## config.mk

```make
export PLATFORM = sky130hd
export DESIGN_NAME = instr_fetch_unit
export DESIGN_NICKNAME = d
export VERILOG_FILES = /design/src/rtl/fetch_pkg.sv /design/src/rtl/fetch_timeout_ctr.sv /design/src/rtl/instr_fetch_unit.sv
export SDC_FILE = /design/constraint.sdc
export NUM_CORES = 1
export LEC_CHECK = 0
export ABC_AREA = 1
export BUFFER_PORTS_ARGS = -buffer_cell sky130_fd_sc_hd__buf_2
export CORE_MARGIN = 2
export CORE_UTILIZATION = 40
export CTS_CLUSTER_DIAMETER = 50
export DETAILED_ROUTE_END_ITERATION = 10
export PLACE_DENSITY_LB_ADDON = 0.3
export SYNTH_ARGS = -nofsm -noshare
export SYNTH_HDL_FRONTEND = slang
export SYNTH_SLANG_ARGS = --single-unit
export TNS_END_PERCENT = 1
```

## constraint.sdc

```tcl
create_clock -name clk -period 1.8 [get_ports clk]
set_input_delay 0.09 -clock clk [delete_from_list [all_inputs] [get_ports clk]]
set_output_delay 0.09 -clock clk [all_outputs]
set_load 0.02 [all_outputs]
```

## src/rtl/fetch_pkg.sv

```systemverilog
// Shared definitions for the instruction fetch front end and the microcode
// sequencer: fetch FSM states, instruction width, opcode field position and
// the halt opcode.
package fetch_pkg;

  typedef enum logic [1:0] {
    FETCH,
    EXEC,
    HALT
  } fetch_state_t;

  localparam int unsigned INSTR_W = 32;
  localparam int unsigned OPC_MSB = 31;
  localparam int unsigned OPC_LSB = 26;
  localparam int unsigned OPC_W   = OPC_MSB - OPC_LSB + 1;

  localparam logic [OPC_W-1:0] HALT_OPCODE = 6'h3F;

endpackage

```

## src/rtl/fetch_timeout_ctr.sv

```systemverilog
// Fetch wait counter. Counts FETCH cycles without mem_ready and flags the
// cycle in which the TIMEOUT_CYCLES-th consecutive wait cycle is running.
// Only instantiated when FETCH_TIMEOUT_EN is defined.
//
// Ports:
//   clk_i      system clock, rising edge
//   rst_i      asynchronous active-high reset
//   clear_i    hold the count at zero (fetch not in progress)
//   count_en_i fetch in progress and memory not ready this cycle
//   expired_o  current cycle is wait cycle number TIMEOUT_CYCLES
//
// TIMEOUT_CYCLES must be at least 1.
module fetch_timeout_ctr #(
  parameter int unsigned TIMEOUT_CYCLES = 255
) (
  input  logic clk_i,
  input  logic rst_i,
  input  logic clear_i,
  input  logic count_en_i,
  output logic expired_o
);

  localparam int unsigned CntW = ($clog2(TIMEOUT_CYCLES + 1) > 8) ?
                                 $clog2(TIMEOUT_CYCLES + 1) : 8;

  logic [CntW-1:0] cnt_q, cnt_d;

  // cnt_q holds the number of wait cycles already completed, so the limit
  // cycle is the one that starts with TIMEOUT_CYCLES-1 behind it.
  assign expired_o = (cnt_q == CntW'(TIMEOUT_CYCLES - 1));

  always_comb begin
    cnt_d = cnt_q;
    if (clear_i) begin
      cnt_d = '0;
    end else if (count_en_i && !expired_o) begin
      cnt_d = cnt_q + 1'b1;
    end
  end

  always_ff @(posedge clk_i or posedge rst_i) begin
    if (rst_i) begin
      cnt_q <= '0;
    end else begin
      cnt_q <= cnt_d;
    end
  end

endmodule

```

## src/rtl/instr_fetch_unit.sv

```systemverilog
// Instruction fetch/dispatch front end for the microcoded MIPS core.
// Fetches 32-bit instructions over a req/ready handshake, presents the opcode
// to the sequencer, owns the PC (sequential, branch redirect) and stops on
// the halt opcode or a misaligned branch target.
//
// Build option: FETCH_TIMEOUT_EN -- abort a fetch with fault after
// TIMEOUT_CYCLES cycles without mem_ready.
//
// Ports:
//   clk, rst                  clock, asynchronous active-high reset
//   seg_end                   sequencer segment finished, fetch next
//   branch_taken/target       redirect, sampled with seg_end
//   mem_rd/mem_addr           read request and address (= pc)
//   mem_rdata/mem_ready       read data and completion
//   opcode/instr              current instruction and its opcode field
//   pc                        address of the next fetch
//   stall/halted/fault        sequencer hold, fetch stopped, error stop
module instr_fetch_unit
  import fetch_pkg::*;
#(
  parameter int unsigned        ADDR_W         = 32,
  parameter logic [ADDR_W-1:0]  RESET_PC       = '0,
  parameter int unsigned        TIMEOUT_CYCLES = 255
) (
  input  logic               clk,
  input  logic               rst,
  input  logic               seg_end,
  input  logic               branch_taken,
  input  logic [ADDR_W-1:0]  branch_target,
  output logic               mem_rd,
  output logic [ADDR_W-1:0]  mem_addr,
  input  logic [INSTR_W-1:0] mem_rdata,
  input  logic               mem_ready,
  output logic [OPC_W-1:0]   opcode,
  output logic [INSTR_W-1:0] instr,
  output logic [ADDR_W-1:0]  pc,
  output logic               stall,
  output logic               halted,
  output logic               fault
);

  fetch_state_t       state_q, state_d;
  logic [ADDR_W-1:0]  pc_q, pc_d;
  logic [INSTR_W-1:0] instr_q, instr_d;
  logic               fault_q, fault_d;
  // Low from reset until the first clk edge after it: holds off the request
  // so a mem_ready left over from a fetch cut by reset is never accepted.
  logic               armed_q;
  logic               fetching;
  logic               timeout_hit;

  assign fetching = (state_q == FETCH) && armed_q;

`ifdef FETCH_TIMEOUT_EN
  logic tmo_expired;

  fetch_timeout_ctr #(
    .TIMEOUT_CYCLES (TIMEOUT_CYCLES)
  ) u_timeout (
    .clk_i      (clk),
    .rst_i      (rst),
    .clear_i    (!fetching),
    .count_en_i (fetching && !mem_ready),
    .expired_o  (tmo_expired)
  );

  // mem_ready in the limit cycle wins over the timeout.
  assign timeout_hit = fetching && !mem_ready && tmo_expired;
`else
  assign timeout_hit = 1'b0;

  // A zero limit would never expire; this is the only use of the parameter
  // in a build without the timeout.
  if (TIMEOUT_CYCLES == 0) begin : g_zero_timeout
  end
`endif

  always_comb begin
    state_d = state_q;
    pc_d    = pc_q;
    instr_d = instr_q;
    fault_d = fault_q;
    case (state_q)
      FETCH: begin
        if (fetching && mem_ready) begin
          instr_d = mem_rdata;
          pc_d    = pc_q + ADDR_W'(4);
          state_d = (mem_rdata[OPC_MSB:OPC_LSB] == HALT_OPCODE) ? HALT : EXEC;
        end else if (timeout_hit) begin
          fault_d = 1'b1;
          state_d = HALT;
        end
      end
      EXEC: begin
        if (seg_end) begin
          state_d = FETCH;
          if (branch_taken) begin
            pc_d = branch_target;
            if (branch_target[1:0] != 2'b00) begin
              fault_d = 1'b1;
              state_d = HALT;
            end
          end
        end
      end
      HALT: begin
        state_d = HALT;
      end
      default: begin
        state_d = HALT;
      end
    endcase
  end

  always_ff @(posedge clk or posedge rst) begin
    if (rst) begin
      state_q <= FETCH;
      pc_q    <= RESET_PC;
      instr_q <= '0;
      fault_q <= 1'b0;
      armed_q <= 1'b0;
    end else begin
      state_q <= state_d;
      pc_q    <= pc_d;
      instr_q <= instr_d;
      fault_q <= fault_d;
      armed_q <= 1'b1;
    end
  end

  assign mem_rd   = fetching;
  assign mem_addr = pc_q;
  assign instr    = instr_q;
  assign opcode   = instr_q[OPC_MSB:OPC_LSB];
  assign pc       = pc_q;
  // Stall through the seg_end cycle so the old opcode is never re-dispatched.
  assign stall    = (state_q != EXEC) || seg_end;
  assign halted   = (state_q == HALT);
  assign fault    = fault_q;

endmodule

```

======== Yosys cells after proc, flatten, opt, wreduce, memory -nomap -nowiden ========
Cells that the tools add are included.
word-level totals
  bits in registers ....................... 68
  input bits .............................. 69
  output and inout bits ................... 106
cells by class
  add/sub/neg operators ................... 1
  eq/ne operators ......................... 7
  multiplexer cells ....................... 10
  reduce and logical (&&, ||, !) cells .... 10
operators by type and width
  cell                   number
  $mux 32                3
  $pmux 32 s2            1
  $add 32x3->32 const B  1
  $mux 2                 5
  $reduce_and 4->1       2
  $eq 6x6->1 const B     1
  $ne 2x1->1 const B     2
  $ne 2x2->1 const B     2
  $pmux 2 s2             1
  $reduce_and 2->1       2
  $reduce_bool 2->1      2
  $eq 2x1->1 const B     1
  $eq 2x2->1 const B     1
  $logic_and 1x1->1      2
  $logic_not 2->1        1
  $logic_or 1x1->1       1

======== Longest topological paths before layout ========
Gate-level depths: netlist (run 1).
  depth after elaboration ................. 5
  gate-level depth with buffers ........... 10
  gate-level depth less buffers ........... 10

======== Worst setup path after synthesis (run 1) ========
OpenSTA, ideal clock, no wires.
  path kind ............................... register -> register
  start point ............................. register pc_q[3], in the netlist mem_addr[3]
  end point ............................... register pc_q[26], in the netlist mem_addr[26]
  setup time .............................. 117 ps
  arrival time ............................ 1,543 ps
  data required time ...................... 1,683 ps
  slack ................................... 140 ps
  stages on the path, launching flop included .. 11
  clock period less this slack ............ 1,660 ps
  cells stage by stage .................... dfrtp_1 ha_1 nand2_1 nor2_2 nand2_1 nor2_2 nand2_1 nand2_1 nand3_1 nand2_1 nand2_1
between the ends
  longest elaborated chain between the ends .. 3
RTL lines
  what                    RTL line                 RTL
  from (decl)             instr_fetch_unit.sv:43   logic [ADDR_W-1:0] pc_q, pc_d;
  from (signal assigned)  instr_fetch_unit.sv:124  pc_q <= pc_d;
  $add 32x3->32           instr_fetch_unit.sv:87   pc_d = pc_q + ADDR_W'(4);
  $mux 32                 instr_fetch_unit.sv:85   if (fetching && mem_ready) begin
  $pmux 32 s2             instr_fetch_unit.sv:83   case (state_q)
No other way between the ends. The select of a mux whose other input is x is not followed.
A chain may end at the register's enable or synchronous reset.

======== Worst setup path after layout (run 1) ========
  start point ............................. register pc_q[12], in the netlist mem_addr[12]
  end point ............................... register pc_q[23], in the netlist mem_addr[23]
Same word-level chain as after synthesis.

==> qor.yml, run 1 <==
power.leakage_nw: 2.85
final_area_mm2: 0.00553
yosys_warnings: 0
report.final.slew_viol_count: 0
path_class: "reg2reg"
antenna_cells: 0
placed_cell_area_mm2: 0.00488
grt_max_degree: 69
ios: 175
report.final.setup_viol: 0
post-route-util_pct: 56.3
max_freq_mhz: 609
synth_top_family_by_area: "simple AND/OR/NAND/NOR gates"
synth.area.mux_share_pct: 8.56
port_buffers: 174
die_w_um: 105
drc_errors: 0
h-tree-depth: 3
yosysTopAreaCellShare_pct: 41.7
syn_avg_cell_area_um2: 7.60
synth_edf_count: 0
core_mm2: 0.00982
cts_buffers: 9
dr_total_vias: 4133
antenna_found_initial: 1
synth_xor_area_share_pct: 0.859
synth_most_common_cell: "nand2_1"
critical_path_required_ns: 2.06
synth_top_area_cell: "dfrtp_1"
grt_pass1_vias: 4071
dp_hpwl_um: 8190
dr.first_iter.drc_count: 161
vdd_drop_max_v: 0.00104
rows: 36
syn_area_mm2: 0.00408
wirelength_um: 12200
synth_compound_area_share_pct: 4.17
tritoncts: "done"
cts_setup_buffers: 0
ys_types: 31
synth_cells: 537
grt_pass1_wl_um: 19900
outcome: "finished, final reports clean"
max-cap-violations: 0
synthArstFlopShare_pct: 100
final_hold_viol_count: 0
syn2layout_area_growth_pct: 35.4
grt.total_usage_pct: 22.7
layout-drive-gt1-share_pct: 35.1
synth_fa_ha_area_share_pct: 0.307
synth_area_leaders: "dfrtp_1 42%, nand2_1 16%, mux2_2 8.6%"
antenna_left: 0
worst-path-max-fanout: 6
drt_pass1_iterations: 4
period_share_pct: 91.3
synth_seq_cells: 68
synth_common_cells: "171 x nand2_1, 80 x nor2_1, 68 x dfrtp_1"
layout_min_cycle_time_ns: 1.64
clkLatencyLatePin_ns: 0.36
dieHeight_um: 105
cts_max_path_buffers: 2
drt-vias-per-instance: 4.84
synth-simple-area-share_pct: 31.5
placedCellCount: 801
fin_worst_skew_ns: 0.00844
ys_seq_area_share_pct: 41.7
arrival_ns: 1.90
ys.flop_type: "dfrtp_1"
synthesis.nets: 607
cts_root_buffer: "clkbuf_8"
start_util_pct: 41.6
hold_class: "in2reg"
start_kind: "flip-flop"
grt_remaining_overflow: 0
dieArea_mm2: 0.0110
cp-end-kind: "flip-flop"
nNetsFinal: 786
wl_per_cell_um: 14.3
final_cells: 854
clock_sinks: 68
clk_pin_slew_ns: 0.08
power_density_mw_per_mm2: 1920
place_congestion: 0.867
[worst max-delay path, stage by stage, from the launching register on]
cell	delay (ns)
dfrtp_1	0.47
nand2_1	0.10
nor2_1	0.22
nand2_1	0.10
nor2_2	0.32
nand2_1	0.10
nand2_1	0.07
nand3_1	0.06
nand2_1	0.06
nand2_1	0.04
[power by group]
| part | leakage, nW | switching (W) | internal, W |
|---|---|---|---|
| Combinational | 1.91 | 0.00377 | 0.00217 |
| Clock | 0.120 | 0.000655 | 0.000929 |
| Sequential | 0.816 | 0.000774 | 0.00229 |
[cell families after synthesis]
logic type / count (synthesis)
multiplexers: 31
AO/OA/AOI/OAI: 29
XOR/XNOR: 4
other: 1
flip-flops: 68
AND/OR/NAND/NOR: 309
adder cells (fa/ha/maj): 1
buffers and inverters: 94
[repair_timing]
action | CTS | global route
hold endpoints to repair | 104 | 0
hold buffers | 37 | 0
setup endpoints to repair | 0 | 10
resized for setup | 0 | 8
[path summary, 6_finish.rpt]
path,endpoint,from,cells after the start,slack [ns]
max in group asynchronous,armed_q,rst,4,1.09
hold reg to reg,fault,fault,1,0.49
setup reg to reg,mem_addr[23],mem_addr[12],9,0.16
hold / removal,mem_addr[15],branch_target[15],5,0.03
min in group asynchronous,mem_addr[25],rst,4,0.37
setup / recovery,mem_addr[23],mem_addr[12],9,0.16
[final cells by class]
cell class	count	area (um2)
clock buffers	9	124
clock inverters	7	124
fillers	919	4290
inverters	40	154
multi-input cells	375	1880
flip-flops and latches	68	1700
well taps	133	166
repair buffers	222	1370
[flip-flops by register name, indices dropped and copies added, names as in the netlist]
| register | count |
|---|---|
| fault | 1 |
| armed_q | 1 |
| state_q | 2 |
| instr | 32 |
| mem_addr | 32 |
[per-stage QoR]
stage | TNS, ns | power (W) | hold WS [ns] | setup slack [ns]
floorplan | 0 | 0.00740 | 0.232 | 0.140
global placement | 0 | 0.00880 | 0.221 | 0.162
detailed placement | 0 | 0.00894 | 0.226 | 0.0540
CTS | 0 | 0.0106 | 0.0233 | 0.0347
global route | -0.00626 | 0.0114 | 0.0407 | -0.00626
finish | 0 | 0.0106 | 0.0290 | 0.157
[layer usage]
metal,part of all wire [%],wire (um),GRT usage [%],vias to the layer above
li1,-,-,-,1996
met2,49,5980,38.7,200
met3,7.9,958,6.55,34
met1,39,4810,25.9,1901
met4,3.4,419,11.1,2
met5,0.058,7,0,-
[cells in the final DEF (no fill, tap or decap), drive strengths merged]
master and instances:
buf 185, nor2 88, dlygate4sd3 37, bufinv 3
and2 4, clkinv 2, clkinvlp 2, inv 40
or2 3, a31oi 1, o21ai 17, o31ai 1
a21oi 2, o21bai 4, clkbuf 9, o21a 2
nor3 2, conb 1, o211ai 1, dfrtp 68
nand2 172, ha 1, a31o 1, nand3b 1
xor2 4, mux2 31, nand3 39
Note: power is estimated with default switching activity, not from simulation.
==> run 2, diff against run 1 <==
--- a/config.mk
+++ b/config.mk
@@ -8,7 +8,7 @@
 export ABC_AREA = 1
 export BUFFER_PORTS_ARGS = -buffer_cell sky130_fd_sc_hd__buf_2
 export CORE_MARGIN = 2
-export CORE_UTILIZATION = 40
+export CORE_UTILIZATION = 44
 export CTS_CLUSTER_DIAMETER = 50
 export DETAILED_ROUTE_END_ITERATION = 10
 export PLACE_DENSITY_LB_ADDON = 0.3
==> qor.yml, run 2 (synthesized netlist as in run 1, its figures left out) <==
outcome: "finished, final reports clean"  # unchanged
grt_remaining_overflow: 0  # unchanged
final_common_cell: "buf_2"  # unchanged
layout-drive-gt1-share_pct: 35.0  # was 35.1%
cts_max_path_buffers: 2  # unchanged
antenna_left: 0  # unchanged
cts_root_buffer: "clkbuf_8"  # unchanged
fill_cells: 843  # was 919
place_congestion: 0.878  # was 0.867
grt_pass1_vias: 3856  # was 4071
layout_min_cycle_time_ns: 1.62  # was 1.64 ns
tns_ns: 0  # unchanged
vdd_drop_max_v: 0.00105  # was 0.00104 V
dr.first_iter.drc_count: 192  # was 161
drt-vias-per-instance: 4.81  # was 4.84
period_share_pct: 90.1  # was 91.3%
tritoncts: "done"  # unchanged
ios: 175  # unchanged
syn2layout_area_growth_pct: 31.9  # was 35.4%
report.final.setup_viol: 0  # unchanged
start_util_pct: 44.8  # was 41.6%
dr_total_vias: 3987  # was 4133
report.final.slew_viol_count: 0  # unchanged
ff2ff_setup_slack_ns: 0.18  # was 0.16 ns
hold_class: "in2reg"  # unchanged
final_hold_viol_count: 0  # unchanged
hold_ws_ns: 0.0182  # was 0.0290 ns
worst-path-max-fanout: 7  # was 6
fin_worst_skew_ns: 0.0112  # was 0.00844 ns
dp_hpwl_um: 8030  # was 8190 um
nNetsFinal: 783  # was 786
critical_path_required_ns: 2.03  # was 2.06 ns
h-tree-depth: 3  # unchanged
cts_buffers: 9  # unchanged
drt_pass1_iterations: 5  # was 4
power_density_mw_per_mm2: 1880  # was 1920 mW/mm2
grt_max_degree: 69  # unchanged
slowest_delay_ns: 0.40  # was 0.47 ns
dieHeight_um: 100  # was 105 um
core_mm2: 0.00911  # was 0.00982 mm2
antenna_cells: 0  # unchanged
power.leakage_nw: 2.80  # was 2.85 nW
path_cells: "inv_1 > nor2_4 > nand2_1 > nor2_2 > nand2_1 > nand2_1 > nand3_1 > nand2_1 > nand2_1"  # was nand2_1 > nor2_1 > nand2_1 > nor2_2 > nand2_1 > nand2_1 > nand3_1 > nand2_1 > nand2_1
cp-end-kind: "flip-flop"  # unchanged
port_buffers: 174  # unchanged
antenna_found_initial: 0  # was 1
max_freq_mhz: 617  # was 609 MHz
clkLatencyLatePin_ns: 0.34  # was 0.36 ns
max-cap-violations: 0  # unchanged
start_kind: "flip-flop"  # unchanged
final_area_mm2: 0.00538  # was 0.00553 mm2
placed_cell_area_mm2: 0.00484  # was 0.00488 mm2
mostFrequentLayoutCells: "174 x buf_2, 170 x nand2_1, 78 x nor2_1, 68 x dfrtp_1, 39 x inv_1"  # was 174 x buf_2, 170 x nand2_1, 76 x nor2_1, 68 x dfrtp_1, 39 x inv_1
crit_slowest_cell: "dfrtp_1"  # unchanged
rows: 35  # was 36
drc_errors: 0  # unchanged
arrival_ns: 1.85  # was 1.90 ns
wirelength_um: 11500  # was 12200 um
grt_pass1_wl_um: 18100  # was 19900 um
rsz0062_at_grt: "yes"
path_class: "reg2reg"  # unchanged
grt.total_usage_pct: 22.7  # about the same
crit_path_frequent_cell: "nand2_1"  # unchanged
clk_pin_slew_ns: 0.09  # was 0.08 ns
wl_per_cell_um: 13.8  # was 14.3 um
clock_sinks: 68  # unchanged
dieArea_mm2: 0.0101  # was 0.0110 mm2
die_w_um: 100  # was 105 um
[run 2: timing repair]
| item | in CTS | in global routing |
|---|---|---|
| resized for setup | 0 | 5 |
| setup endpoints to repair | 0 | 9 |
| setup buffers | 0 | 0 |
| hold buffers | 33 | 1 |
| endpoints found under the hold margin | 100 | 1 |
[run 2: worst max-delay path, delay by kind of cell (launching register included)]
family | cells | cell delay, ns
and+or+nand+nor | 8 | 1.01
DFF | 1 | 0.40
buffers and inverters | 1 | 0.11
[run 2: cell type report]
cell class                      instances  area [um2]  area share (%)
Clock buffer                            9         124            2.30
Clock inverter                          7        58.8            1.09
Inverter                               40         154            2.86
Multi-Input combinational cell        375        1870            34.8
Sequential cell                        68        1700            31.6
Tap cell                              111         139            2.58
Timing Repair Buffer                  219        1330            24.7
[run 2: worst paths after layout]
kind | start | end | depth (start not counted)
worst max-delay path | mem_addr[2] | mem_addr[23] | 9
worst min-delay path | seg_end | fault | 2
worst max register to register | mem_addr[2] | mem_addr[23] | 9
worst min register to register | fault | fault | 1
max in group asynchronous | rst | instr[3] | 4
min in group asynchronous | rst | mem_addr[31] | 4
[run 2: power by group]
group / leakage (nW) / internal, W / switching (W)
logic: 1.89 / 0.00212 / 0.00372
registers: 0.816 / 0.00229 / 0.000787
clock network: 0.0921 / 0.000522 / 0.000671
[run 2: stage by stage]
| step | cells | utilization, % | total power (W) | worst slack, ns |
|---|---|---|---|---|
| 2_1_floorplan | 537 | - | 0.00740 | 0.140 |
| 3_3_place_gp | 779 | 53.1 | 0.00874 | 0.189 |
| 3_5_place_dp | 779 | 53.1 | 0.00887 | 0.109 |
| 4_1_cts | 828 | 58.8 | 0.0102 | 0.0944 |
| 5_1_grt | 829 | 59.1 | 0.0109 | -0.00694 |
| 6_report | 829 | 59.1 | 0.0101 | 0.179 |
[run 2: per-layer routing]
layer	share of wire [%]	global-route usage, %
met5	0	0
met4	1.9	8.11
met3	6.7	5.36
met2	49	39.7
met1	42	27.1
==> run 3, diff against run 2 <==
--- a/config.mk
+++ b/config.mk
@@ -8,7 +8,8 @@
 export ABC_AREA = 1
 export BUFFER_PORTS_ARGS = -buffer_cell sky130_fd_sc_hd__buf_2
 export CORE_MARGIN = 2
-export CORE_UTILIZATION = 44
+export CORE_UTILIZATION = 45
+export CTS_BUF_LIST = sky130_fd_sc_hd__clkbuf_2
 export CTS_CLUSTER_DIAMETER = 50
 export DETAILED_ROUTE_END_ITERATION = 10
 export PLACE_DENSITY_LB_ADDON = 0.3
==> qor.yml, run 3 (synthesized netlist as in run 1, its figures left out) <==
antenna_found_initial: 0  # unchanged
final_hold_viol_count: 0  # unchanged
power_density_mw_per_mm2: 1760  # was 1880 mW/mm2
antenna_cells: 0  # unchanged
cts_max_path_buffers: 2  # unchanged
max-cap-violations: 0  # unchanged
drt_pass1_iterations: 4  # was 5
worst_slack_ns: 0.136  # was 0.179 ns
p_sw_w: 0.00515  # was 0.00518 W
dp_slack_ns: 0.102  # was 0.109 ns
clkLatencyLatePin_ns: 0.51  # was 0.34 ns
start_util_pct: 46.6  # was 44.8%
report.final.setup_viol: 0  # unchanged
dieArea_mm2: 0.00984  # was 0.0101 mm2
grt_pass1_vias: 4058  # was 3856
place_congestion: 0.907  # was 0.878
core_mm2: 0.00876  # was 0.00911 mm2
finalPower_w: 0.00992  # was 0.0101 W
report.final.slew_viol_count: 0  # unchanged
cp-end-kind: "output port"  # was flip-flop
tns_ns: 0  # unchanged
antenna_left: 0  # unchanged
dr_total_vias: 4182  # was 3987
path_class: "reg2out"  # was reg2reg
grt_max_degree: 69  # unchanged
outcome: "finished, final reports clean"  # unchanged
power.leakage_nw: 2.91  # was 2.80 nW
tritoncts: "done"  # unchanged
drc_errors: 0  # unchanged
combPwrFrac_pct: 59.5  # was 57.8%
placedCellCount: 771  # was 779
regArea_mm2: 0.00170  # unchanged
grt_remaining_overflow: 0  # unchanged
h-tree-depth: 3  # unchanged
arrival_ns: 1.57  # was 1.85 ns
period_share_pct: 92.5  # was 90.1%
switching_share_pct: 51.9  # was 51.3%
drt-vias-per-instance: 4.88  # was 4.81
fill_cells: 740  # was 843
layout_min_cycle_time_ns: 1.66  # was 1.62 ns
final_common_cell: "buf_2"  # unchanged
worst-path-max-fanout: 4  # was 7
p_int_w: 0.00478  # was 0.00492 W
grt_pass1_wl_um: 19000  # was 18100 um
die_w_um: 99.2  # was 100 um
multiInputGateArea_mm2: 0.00188  # was 0.00187 mm2
clk_pin_slew_ns: 0.22  # was 0.09 ns
pwr-share-seq_pct: 31.0  # was 30.4%
rsz0062_at_grt: "yes"  # unchanged
dp_hpwl_um: 7570  # was 8030 um
syn2layout_area_growth_pct: 38.5  # was 31.9%
ios: 175  # unchanged
fin_worst_skew_ns: 0.0323  # was 0.0112 ns
port_buffers: 174  # unchanged
mostFrequentLayoutCells: "174 x buf_2, 170 x nand2_1, 77 x nor2_1, 68 x dfrtp_1, 68 x dlygate4sd3_1"  # was 174 x buf_2, 170 x nand2_1, 78 x nor2_1, 68 x dfrtp_1, 39 x inv_1
hold_class: "in2async"  # was in2reg
clock_sinks: 68  # unchanged
rows: 34  # was 35
critical_path_required_ns: 1.71  # was 2.03 ns
wirelength_um: 11800  # was 11500 um
wl_per_cell_um: 13.7  # was 13.8 um
grt.total_usage_pct: 24.0  # was 22.7%
layout-drive-gt1-share_pct: 33.2  # was 35.0%
dieHeight_um: 99.2  # was 100 um
final_cells: 857  # was 829
p_clk_share_pct: 9.5  # was 11.8%
cts_root_buffer: "clkbuf_2"  # was clkbuf_8
vdd_drop_max_v: 0.000972  # was 0.00105 V
start_kind: "flip-flop"  # unchanged
max_freq_mhz: 601  # was 617 MHz
nNetsFinal: 814  # was 783
cts_buffers: 9  # unchanged
dr.first_iter.drc_count: 165  # was 192
hold_ws_ns: 0.210  # was 0.0182 ns
## run 3: cell count changes in the layout (fill, tap and decap cells not counted), sizes merged
| cell | change |
|---|---|
| buf | -3 |
| bufinv | +1 |
| clkinv | -2 |
| clkinvlp | +2 |
| dlygate4sd3 | +34 |
| inv | -1 |
## run 3: final cells by class
| class | instances | share of cell area (%) |
|---|---|---|
| tap | 108 | 2.39 |
| sequential | 68 | 30.1 |
| inverter | 40 | 2.72 |
| clock inverter | 7 | 1.33 |
| multi-input combinational | 375 | 33.3 |
| clock buffer | 9 | 0.797 |
| timing repair buffer | 250 | 29.4 |
## run 3: final timing paths
path / from / end / slack [ns] / cells after the start
worst min register to register: fault / fault / 0.50 / 1
worst min-delay path: rst / mem_addr[25] / 0.21 / 4
worst max-delay path: state_q[1] / stall / 0.14 / 4
worst max register to register: mem_addr[2] / mem_addr[25] / 0.16 / 10
min in group clk: mem_rdata[17] / instr[17] / 0.35 / 3
max in group asynchronous: rst / state_q[1] / 1.27 / 4
## run 3: through the flow
| stage | instance area, um2 | util [%] |
|---|---|---|
| floorplan | 4080 | - |
| global placement | 4810 | 54.9 |
| detailed placement | 4810 | 54.9 |
| CTS | 5610 | 64.0 |
| global route | 5650 | 64.5 |
| finish | 5650 | 64.5 |
## run 3: metal layers
layer | global-route usage [%] | share of wire (%) | vias to the layer above | wire [um]
li1 | - | - | 2057 | -
met1 | 30.1 | 42 | 1931 | 4990
met2 | 40.3 | 49 | 168 | 5740
met3 | 4.92 | 6.6 | 26 | 779
met4 | 10.1 | 2.1 | 0 | 247
met5 | 0 | 0 | - | 0
## run 3: critical path: stages, from the launching register on
cell and delay, ns:
dfrtp_1 0.45, inv_1 0.11, nand2_1 0.11, or2_4 0.27, buf_2 0.16
## run 3: timing repair
item,CTS,global route
setup endpoints to repair,0,16
hold buffers,68,0
hold endpoints to repair,135,0
resized for setup,0,7
buffers inserted,0,2
## run 3: power groups by stage
stage,Clock [W],Sequential (W),Combinational [W]
after global routing,0.00104,0.00321,0.00645
after CTS,0.000969,0.00307,0.00583
final,0.000942,0.00308,0.00590
after detailed placement,0,0.00309,0.00571
after global placement,0,0.00306,0.00561
after floorplan,0,0.00383,0.00357
